<file path="src/rtl/pc88_ldr_bridge_if.sv">
// Signal bundle between hps_io (ioctl download stream), the loader bridge and the
// PC-8801 core LOADER_* port. The bridge uses the slave modport.
interface pc88_ldr_bridge_if #(
  parameter int ADR_W = 19
);
  logic             ioctl_download;
  logic             ioctl_wr;
  logic [ADR_W-1:0] ioctl_addr;
  logic [7:0]       ioctl_dout;
  logic             ioctl_wait;
  logic             ldr_oe;
  logic [ADR_W-1:0] ldr_adr;
  logic [7:0]       ldr_wdat;
  logic             ldr_wr;
  logic             ldr_ack;
  logic             ldr_done;
  logic             ldr_ovf;
  logic [15:0]      ldr_sum;

  // Master is the surrounding world: HPS stream source plus the core acknowledging writes.
  modport master (
    output ioctl_download, ioctl_wr, ioctl_addr, ioctl_dout, ldr_ack,
    input  ioctl_wait, ldr_oe, ldr_adr, ldr_wdat, ldr_wr, ldr_done, ldr_ovf, ldr_sum
  );

  modport slave (
    input  ioctl_download, ioctl_wr, ioctl_addr, ioctl_dout, ldr_ack,
    output ioctl_wait, ldr_oe, ldr_adr, ldr_wdat, ldr_wr, ldr_done, ldr_ovf, ldr_sum
  );
endinterface

</file>
<file path="src/rtl/pc88_ldr_bridge.sv">
// Buffered bridge from the HPS ioctl download stream to the PC-8801 LOADER_* port.
// Optional feature: define PC88_LDR_CHKSUM_EN to build the ldr_sum checksum accumulator.
module pc88_ldr_bridge #(
  parameter int DEPTH = 8,
  parameter int ADR_W = 19
) (
  input  logic             clk21m,
  input  logic             rstn,
  pc88_ldr_bridge_if.slave bus
);
  localparam int PW = $clog2(DEPTH);
  localparam int CW = PW + 1;
  localparam int FW = ADR_W + 8;

  typedef enum logic [1:0] {
    S_IDLE,
    S_LOAD,
    S_DRAIN,
    S_DONE
  } state_t;

  state_t           state, state_nxt;
  logic [FW-1:0]    mem [DEPTH];
  logic [FW-1:0]    head;
  logic [PW-1:0]    wr_ptr, rd_ptr;
  logic [CW-1:0]    count, count_nxt;
  logic             dl_q, ack_q;
  logic             full, empty;
  logic             push, pop, drop, issue;
  logic             oe, done;
  logic             wr_q, wait_q, ovf_q;
  logic [ADR_W-1:0] adr_q;
  logic [7:0]       wdat_q;

  assign full  = (count == CW'(DEPTH));
  assign empty = (count == '0);
  assign head  = mem[rd_ptr];

  assign push  = bus.ioctl_wr & ~done & ~full;
  assign drop  = bus.ioctl_wr & ~done & full;
  // Completion is the ack rising edge, so a held-high ack can never retire two writes.
  assign pop   = wr_q & bus.ldr_ack & ~ack_q;
  assign issue = ~wr_q & ~empty & ~bus.ldr_ack;

  always_comb begin
    // NOTE: every always_comb output gets a default first so no path leaves it unassigned and infers a latch.
    count_nxt = count;
    case ({push, pop})
      2'b10:   count_nxt = count + CW'(1);
      2'b01:   count_nxt = count - CW'(1);
      default: count_nxt = count;
    endcase
  end

  always_comb begin
    state_nxt = state;
    oe        = 1'b0;
    done      = 1'b0;
    case (state)
      S_IDLE: begin
        if (bus.ioctl_download & ~dl_q) state_nxt = S_LOAD;
      end
      S_LOAD: begin
        oe = 1'b1;
        if (~bus.ioctl_download & dl_q) state_nxt = S_DRAIN;
      end
      S_DRAIN: begin
        oe = 1'b1;
        if (empty & ~wr_q) state_nxt = S_DONE;
      end
      S_DONE: begin
        done = 1'b1;
      end
      default: state_nxt = S_IDLE;
    endcase
  end

  // NOTE: sequential state uses non-blocking assignments so every register samples pre-edge values.
  always_ff @(posedge clk21m or negedge rstn) begin
    if (!rstn) begin
      state  <= S_IDLE;
      dl_q   <= 1'b0;
      ack_q  <= 1'b0;
      wr_ptr <= '0;
      rd_ptr <= '0;
      count  <= '0;
      wait_q <= 1'b0;
      ovf_q  <= 1'b0;
    end else begin
      state  <= state_nxt;
      dl_q   <= bus.ioctl_download;
      ack_q  <= bus.ldr_ack;
      count  <= count_nxt;
      // Asserted one entry early so a strobe already in flight still finds a free slot.
      wait_q <= (count_nxt >= CW'(DEPTH - 1));
      if (push) wr_ptr <= wr_ptr + PW'(1);
      if (pop)  rd_ptr <= rd_ptr + PW'(1);
      if (drop) ovf_q  <= 1'b1;
    end
  end

  // NOTE: the FIFO storage has no reset; only pointers and count decide which entries are valid.
  always_ff @(posedge clk21m) begin
    if (push) mem[wr_ptr] <= {bus.ioctl_addr, bus.ioctl_dout};
  end

  // Head stays in the FIFO until its write completes; adr/wdat are frozen while ldr_wr is high.
  always_ff @(posedge clk21m or negedge rstn) begin
    if (!rstn) begin
      wr_q   <= 1'b0;
      adr_q  <= '0;
      wdat_q <= '0;
    end else if (issue) begin
      wr_q   <= 1'b1;
      adr_q  <= head[FW-1:8];
      wdat_q <= head[7:0];
    end else if (pop) begin
      wr_q   <= 1'b0;
    end
  end

`ifdef PC88_LDR_CHKSUM_EN
  logic [15:0] sum_q;

  always_ff @(posedge clk21m or negedge rstn) begin
    if (!rstn)    sum_q <= '0;
    else if (pop) sum_q <= sum_q + {8'h00, wdat_q};
  end

  assign bus.ldr_sum = sum_q;
`else
  assign bus.ldr_sum = 16'h0000;
`endif

  assign bus.ioctl_wait = wait_q;
  assign bus.ldr_oe     = oe;
  assign bus.ldr_done   = done;
  assign bus.ldr_ovf    = ovf_q;
  assign bus.ldr_wr     = wr_q;
  assign bus.ldr_adr    = adr_q;
  assign bus.ldr_wdat   = wdat_q;
endmodule

</file>
<file path="src/flat_wrapper.sv">
// flat-port wrapper written by rule: the top's interface ports become plain ports
module pc88_ldr_bridge_flat 
#(
  parameter int DEPTH = 8,
  parameter int ADR_W = 19
)
  (clk21m, rstn, bus_ioctl_download, bus_ioctl_wr, bus_ioctl_addr, bus_ioctl_dout, bus_ldr_ack, bus_ioctl_wait, bus_ldr_oe, bus_ldr_adr, bus_ldr_wdat, bus_ldr_wr, bus_ldr_done, bus_ldr_ovf, bus_ldr_sum);
  pc88_ldr_bridge_if #(.ADR_W(ADR_W)) bus_i ();
  input  logic clk21m;
  input  logic rstn;
  input wire logic [$bits(bus_i.ioctl_download)-1:0] bus_ioctl_download;
  input wire logic [$bits(bus_i.ioctl_wr)-1:0] bus_ioctl_wr;
  input wire logic [$bits(bus_i.ioctl_addr)-1:0] bus_ioctl_addr;
  input wire logic [$bits(bus_i.ioctl_dout)-1:0] bus_ioctl_dout;
  input wire logic [$bits(bus_i.ldr_ack)-1:0] bus_ldr_ack;
  output wire logic [$bits(bus_i.ioctl_wait)-1:0] bus_ioctl_wait;
  output wire logic [$bits(bus_i.ldr_oe)-1:0] bus_ldr_oe;
  output wire logic [$bits(bus_i.ldr_adr)-1:0] bus_ldr_adr;
  output wire logic [$bits(bus_i.ldr_wdat)-1:0] bus_ldr_wdat;
  output wire logic [$bits(bus_i.ldr_wr)-1:0] bus_ldr_wr;
  output wire logic [$bits(bus_i.ldr_done)-1:0] bus_ldr_done;
  output wire logic [$bits(bus_i.ldr_ovf)-1:0] bus_ldr_ovf;
  output wire logic [$bits(bus_i.ldr_sum)-1:0] bus_ldr_sum;
  assign bus_i.ioctl_download = bus_ioctl_download;
  assign bus_i.ioctl_wr = bus_ioctl_wr;
  assign bus_i.ioctl_addr = bus_ioctl_addr;
  assign bus_i.ioctl_dout = bus_ioctl_dout;
  assign bus_i.ldr_ack = bus_ldr_ack;
  assign bus_ioctl_wait = bus_i.ioctl_wait;
  assign bus_ldr_oe = bus_i.ldr_oe;
  assign bus_ldr_adr = bus_i.ldr_adr;
  assign bus_ldr_wdat = bus_i.ldr_wdat;
  assign bus_ldr_wr = bus_i.ldr_wr;
  assign bus_ldr_done = bus_i.ldr_done;
  assign bus_ldr_ovf = bus_i.ldr_ovf;
  assign bus_ldr_sum = bus_i.ldr_sum;
  pc88_ldr_bridge #(.DEPTH(DEPTH), .ADR_W(ADR_W)) u_core (.clk21m(clk21m), .rstn(rstn), .bus(bus_i));
endmodule
</file>
<file path="config.mk">
export PLATFORM = sky130hd
export DESIGN_NAME = pc88_ldr_bridge_flat
export DESIGN_NICKNAME = d
export VERILOG_FILES = /design/src/rtl/pc88_ldr_bridge_if.sv /design/src/rtl/pc88_ldr_bridge.sv /design/src/flat_wrapper.sv
export SDC_FILE = /design/constraint.sdc
export NUM_CORES = 1
export LEC_CHECK = 0
export ABC_CLOCK_PERIOD_IN_PS = 5100
export CORE_MARGIN = 2
export CORE_UTILIZATION = 58
export CTS_CLUSTER_SIZE = 16
export DETAILED_ROUTE_END_ITERATION = 8
export GPL_ROUTABILITY_DRIVEN = 0
export GPL_TIMING_DRIVEN = 0
export PLACE_DENSITY_LB_ADDON = 0.25
export SLEW_MARGIN = 20
export SYNTH_ARGS = -nofsm -noshare
export SYNTH_HDL_FRONTEND = slang
export SYNTH_SLANG_ARGS = --single-unit
export TNS_END_PERCENT = 20
</file>
<file path="constraint.sdc">
create_clock -name clk21m -period 5.1 [get_ports clk21m]
set_input_delay 1.53 -clock clk21m [delete_from_list [all_inputs] [get_ports clk21m]]
set_output_delay 1.53 -clock clk21m [all_outputs]
set_load 0.02 [all_outputs]
</file>
==> results of run 1 <==
## per-layer routing
layer  share of wire (%)  vias up  GRT usage [%]
met5                   0        -              0
met4                 1.9        0           6.08
met3                 5.9       31           3.47
met2                  52      175           39.0
met1                  40     2594           30.1
li1                    -     2238              -
## logic make-up after synthesis
kind of cell             after synthesis
flip-flops                           260
multiplexers                          86
AND/OR/NAND/NOR                       65
buffers and inverters                 45
AO/OA/AOI/OAI                         39
adder cells (fa/ha/maj)               10
XOR/XNOR                               7
other                                  1
## registers in the layout (all words and copies together) (netlist names)
name                   count
u_core.mem               216
u_core.bus.ldr_adr        19
u_core.bus.ldr_wdat        8
u_core.count               4
u_core.rd_ptr              3
u_core.wr_ptr              3
u_core.state               2
u_core.ack_q               1
u_core.bus.ioctl_wait      1
u_core.bus.ldr_ovf         1
u_core.bus.ldr_wr          1
u_core.dl_q                1
## cell usage after synthesis, drive strengths merged (2+ instances only)
master,instances
buf,39
nor2,9
nor4b,2
o21ai,29
ha,10
mux4,54
nor3b,2
nand2,35
xor2,4
mux2i,29
dfrtp,44
nor3,3
nand2b,6
mux2,3
xnor2,3
a21oi,2
nor2b,2
inv,5
edfxtp,216
## power by group
| group | total (mW) | leakage [nW] | switching [mW] | internal, mW |
|---|---|---|---|---|
| Clock | 1.73 | 0.382 | 0.736 | 0.999 |
| Combinational | 2.25 | 1.46 | 1.16 | 1.08 |
| Sequential | 2.87 | 2.49 | 0.169 | 2.70 |
## layout make-up
class	count	share of cell area, %
Clock buffer	34	5.65
Sequential cell	260	62.2
Timing Repair Buffer	78	7.07
Inverter	5	0.154
Buffer	40	2.47
Clock inverter	12	0.748
Tap cell	225	2.31
Multi-Input combinational cell	223	19.4
## worst max-delay path: stages
cell	delay [ns]
clkdlybuf4s50_1	0.45
nor2b_1	0.16
a21boi_1	0.48
nand2b_1	0.34
nor3_2	0.65
buf_6	0.24
buf_4	0.18
buf_4	0.18
## metrics by stage
step | utilization [%] | instance area (um^2) | setup slack [ns] | TNS, ns
CTS | 70.8 | 12200 | 1.07 | 0
global placement | 64.6 | 11100 | -1.84 | -164.90
floorplan | - | 10200 | 0.569 | 0
detailed placement | 66.3 | 11400 | 0.548 | 0
finish | 70.8 | 12200 | 1.10 | 0
global route | 70.8 | 12200 | 0.947 | 0
## how the worst min path moves through the flow
stage / endpoint / slack (ns)
after floorplan: u_core.wr_ptr[0] / 0.48
after global placement: u_core.bus.ldr_ovf / 0.45
after detailed placement: u_core.bus.ldr_ovf / 0.47
after CTS: u_core.bus.ldr_ovf / 0.49
after global routing: u_core.bus.ldr_ovf / 0.50
final: u_core.bus.ldr_ovf / 0.48
==> results.sh, run 1 <==
export IMPL_core_um2=17200
export IMPL_synth_area_per_cell_um2=19.8
export IMPL_port_buffers=63
export IMPL_power_density_nw_per_um2=561
export IMPL_htreeDepth=1
export IMPL_insertion_delay_ns=0.52
export IMPL_cts_tree="done"
export IMPL_antenna_found_initial=0
export IMPL_synth_flop_cell="edfxtp_1"
export IMPL_rows=48
export IMPL_r2r_setup_slack_ns=1.89
export IMPL_start_util_pct=59.0
export IMPL_die_h_um=136
export IMPL_critPathCaptureType="register"
export IMPL_multiInputGateArea_um2=2370
export IMPL_critPathLaunch="bus_ioctl_wr"
export IMPL_synthMuxAreaShare_pct=15.2
export IMPL_netlist_area_leader_share_pct=63.8
export IMPL_clockRootBuffer="clkbuf_16"
export IMPL_whs_ns=0.476
export IMPL_worstHoldPathType="register to register"
export IMPL_critPathArrivalTime_ns=4.23
export IMPL_grt_overflow_total=0
export IMPL_p_leak_nw=4.33
export IMPL_synth_seq_cells=260
export IMPL_placed_cells=831
export IMPL_fp_dieW_um=136
export IMPL_viasPerCell=5.74
export IMPL_syn_to_final_growth_pct=20.0
export IMPL_grt_pass1_vias=5416
export IMPL_rsz0062_at_grt="no"
export IMPL_num_antenna_cells=0
export IMPL_startpoint_type="input port"
export IMPL_syn_area_um2=10200
export IMPL_clock_skew_ns=0.0117
export IMPL_drtIter0Drc=421
export IMPL_ios=80
export IMPL_max_cap_violations=0
export IMPL_slew_headroom_pct=50.1
export IMPL_num_vias=5038
export IMPL_wl_per_cell_um=22.6
export IMPL_cts_resized=0
export IMPL_synth_edf_count=216
export IMPL_ir_worst_vdd_v=0.000412
export IMPL_crit_required_ns=5.33
export IMPL_r2r_start="u_core.state[0]"
export IMPL_grt_pass1_wl_mm=30.5
export IMPL_clk_pin_slew_ns=0.06
export IMPL_post_cts_setup_buffers=0
export IMPL_synth_largest_area_cell="edfxtp_1"
export IMPL_period_minus_slack_ns=4.00
export IMPL_status="finished, final reports clean"
export IMPL_ctsLongestPathBuffers=3
export IMPL_synth_compound_area_share_pct=2.13
export IMPL_min_from="u_core.bus.ldr_ovf"
export IMPL_postRouteAntennaNets=0
export IMPL_seq_area_frac_synth_pct=74.6
export IMPL_synth_cells=513
export IMPL_fin_crit_sh_pct=78.4
export IMPL_final_cell_count_no_fill=877
export IMPL_nFillCells=1070
export IMPL_synthXorXnorAreaFrac_pct=0.603
export IMPL_dieArea_um2=18600
export IMPL_synth_adder_area_share_pct=1.23
export IMPL_whs_path_depth=1
export IMPL_report_power_total_mw=6.85
export IMPL_critPathCapture="u_core.mem[0][3]"
export IMPL_drt_first_pass_iters=4
export IMPL_worstMarginPinSlew_ns=0.744
export IMPL_setup_violations_final=0
export IMPL_cts_hold_buf=0
export IMPL_synthSimpleGateAreaFrac_pct=3.05
export IMPL_r2r_end="u_core.mem[0][3]"
export IMPL_slew_violations=0
export IMPL_cts_sinks=260
export IMPL_cts_made_buffers=25
export IMPL_nNetsFinal=675
export IMPL_regArea_um2=7590
export IMPL_layout_commonest_cell="edfxtp_1"
export IMPL_synth_area_leaders="edfxtp_1 64%, mux4_2 12%, dfrtp_1 11%"
export IMPL_synth_top_family_by_area="multiplexers"
export IMPL_crit_fanout=7
export IMPL_routed_wirelength_mm=19.8
export IMPL_synth_cell_type_count=40
export IMPL_fmax_mhz=250
export IMPL_grt_max_degree=31
export IMPL_grt_usage_pct=22.5
export IMPL_layout_common_cells="216 x edfxtp_1, 62 x clkdlybuf4s50_1, 54 x mux4_2"
export IMPL_drive_above_1_share_pct=24.5
export IMPL_drc_errors=0
export IMPL_worst_r2r_path_depth=8
export IMPL_dp_final_hpwl_mm=12.6
export IMPL_crit_type="input port to register"
export IMPL_hold_viol_final=0
export IMPL_async_flop_share_pct=16.9
export IMPL_ys_warn_count=0
Power figures use the tool's default switching activity.
==> run 2, diff against run 1 <==
- ABC_CLOCK_PERIOD_IN_PS: 5100 -> 4200
- clock period: 5.1 -> 4.2 ns (I/O delays scaled with it)
==> run 2 against run 1 <==
Against the previous run:
- clock skew is essentially flat
- sequential power rose by 21%
- die area unchanged
- via count is 0.16% higher
- sequential share of layout area is 0.44 points lower
- combinational power up 22%
- global-route usage rose by 0.063 points
- highest routed layer unchanged
- largest power group unchanged
==> results.sh, run 2 (synthesis results as in run 1) <==
export IMPL_status="finished, final reports clean"
export IMPL_num_antenna_cells=0
export IMPL_drive_above_1_share_pct=24.1
export IMPL_grt_pass1_wl_mm=30.5
export IMPL_htreeDepth=1
export IMPL_worst_slack_ns=0.689
export IMPL_routed_wirelength_mm=19.8
export IMPL_worstHoldPathType="register to register"
export IMPL_nFillCells=1036
export IMPL_wl_per_cell_um=22.6
export IMPL_port_buffers=63
export IMPL_antenna_found_initial=0
export IMPL_viasPerCell=5.75
export IMPL_ctsLongestPathBuffers=3
export IMPL_crit_type="input port to register"
export IMPL_grt_pass1_vias=5330
export IMPL_postRouteAntennaNets=0
export IMPL_max_cap_violations=0
export IMPL_fin_crit_sh_pct=83.6
export IMPL_hold_viol_final=0
export IMPL_grt_max_degree=29
export IMPL_cts_sinks=260
export IMPL_largest_register_ffs=216
export IMPL_fin_tns_setup_ns=0
export IMPL_clock_skew_ns=0.0121
export IMPL_num_vias=5046
export IMPL_clockRootBuffer="clkbuf_16"
export IMPL_cts_resized=0
export IMPL_crit_required_ns=4.57
export IMPL_cts_made_buffers=26
export IMPL_top_register="u_core.mem"
export IMPL_grt_usage_pct=22.5
export IMPL_dp_final_hpwl_mm=12.8
export IMPL_setup_violations_final=0
export IMPL_grt_overflow_total=0
export IMPL_cts_hold_buf=0
export IMPL_insertion_delay_ns=0.53
export IMPL_slew_violations=0
export IMPL_dpl_worst_slack_ns=0.140
export IMPL_slew_headroom_pct=56.5
export IMPL_max_stage_delay_ns=0.49
export IMPL_startpoint_type="input port"
export IMPL_start_util_pct=59.0
export IMPL_drt_first_pass_iters=4
export IMPL_rows=48
export IMPL_layout_commonest_cell="edfxtp_1"
export IMPL_report_power_total_mw=8.46
export IMPL_period_minus_slack_ns=3.51
export IMPL_post_cts_setup_buffers=0
export IMPL_dieArea_um2=18600
export IMPL_fp_dieW_um=136
export IMPL_crit_chain="clkdlybuf4s50_1 > nor2b_1 > a21boi_1 > inv_1 > ha_1 > xor2_1 > ha_1 > a21oi_1 > mux2i_1 > xor2_1 > o2111ai_1"
export IMPL_core_um2=17200
export IMPL_clk_pin_slew_ns=0.06
export IMPL_die_h_um=136
export IMPL_drtIter0Drc=350
export IMPL_critPathCaptureType="register"
export IMPL_slowest_stage="a21boi_1"
export IMPL_critPathArrivalTime_ns=3.88
export IMPL_worstMarginPinSlew_ns=0.651
export IMPL_utilization_pct=71.3
export IMPL_ios=80
export IMPL_cts_tree="done"
export IMPL_power_density_nw_per_um2=689
export IMPL_drc_errors=0
export IMPL_ir_worst_vdd_v=0.000452
export IMPL_layout_common_cells="216 x edfxtp_1, 62 x clkdlybuf4s50_1, 54 x mux4_2"
export IMPL_syn_to_final_growth_pct=20.9
export IMPL_crit_fanout=6
export IMPL_nNetsFinal=674
export IMPL_fmax_mhz=285
export IMPL_p_leak_nw=4.35
export IMPL_rsz0062_at_grt="no"
[run 2: layout make-up]
cell class / count / area (um^2) / area share, %
flip-flops and latches: 260 / 7590 / 61.7
multi-input cells: 223 / 2380 / 19.4
repair buffers: 76 / 875 / 7.12
clock buffers: 41 / 777 / 6.32
plain buffers: 40 / 302 / 2.45
well taps: 225 / 282 / 2.29
clock inverters: 7 / 72.6 / 0.590
inverters: 5 / 18.8 / 0.153
[run 2: per-layer routing]
metal  vias up  routed length (um)  global-route usage [%]
met5         -                   0                       0
met4         0                 412                    6.48
met3        36                1050                    4.06
met2       172               10400                    39.1
met1      2602                7990                    29.6
li1       2236                   -                       -
[run 2: critical path, delay by kind of cell]
kind / cells / cell delay, ns
AOI/OAI and AO/OA: 3 / 0.78
buffers and inverters: 2 / 0.58
adders and majority gates: 2 / 0.48
xor gates and xnor gates: 2 / 0.37
muxes: 1 / 0.25
and+or+nand+nor: 1 / 0.16
[run 2: power by group]
part	internal (mW)	total, mW	switching [mW]
combinational	1.32	2.75	1.43
clock	1.33	2.24	0.914
sequential	3.28	3.48	0.201
[run 2: worst paths after layout]
kind	startpoint	end	slack, ns	cells after the start
max	bus_ioctl_wr	u_core.bus.ioctl_wait	0.69	11
min	u_core.bus.ldr_ovf	u_core.bus.ldr_ovf	0.46	1
max reg2reg	u_core.state[0]	u_core.bus.ioctl_wait	1.18	11
min reg2reg	u_core.bus.ldr_ovf	u_core.bus.ldr_ovf	0.46	1
max in group asynchronous	rstn	u_core.bus.ldr_wdat[0]	2.98	2
min in group asynchronous	rstn	u_core.count[1]	0.70	1
[run 2: metrics by stage]
stage | hold WS, ns | instance area [um^2] | std cells
final | 0.463 | 12300 | 877
after floorplan | 0.480 | 10200 | 528
after global placement | 0.453 | 11100 | 816
after detailed placement | 0.453 | 11400 | 829
after CTS | 0.466 | 12300 | 877
after global routing | 0.497 | 12300 | 877
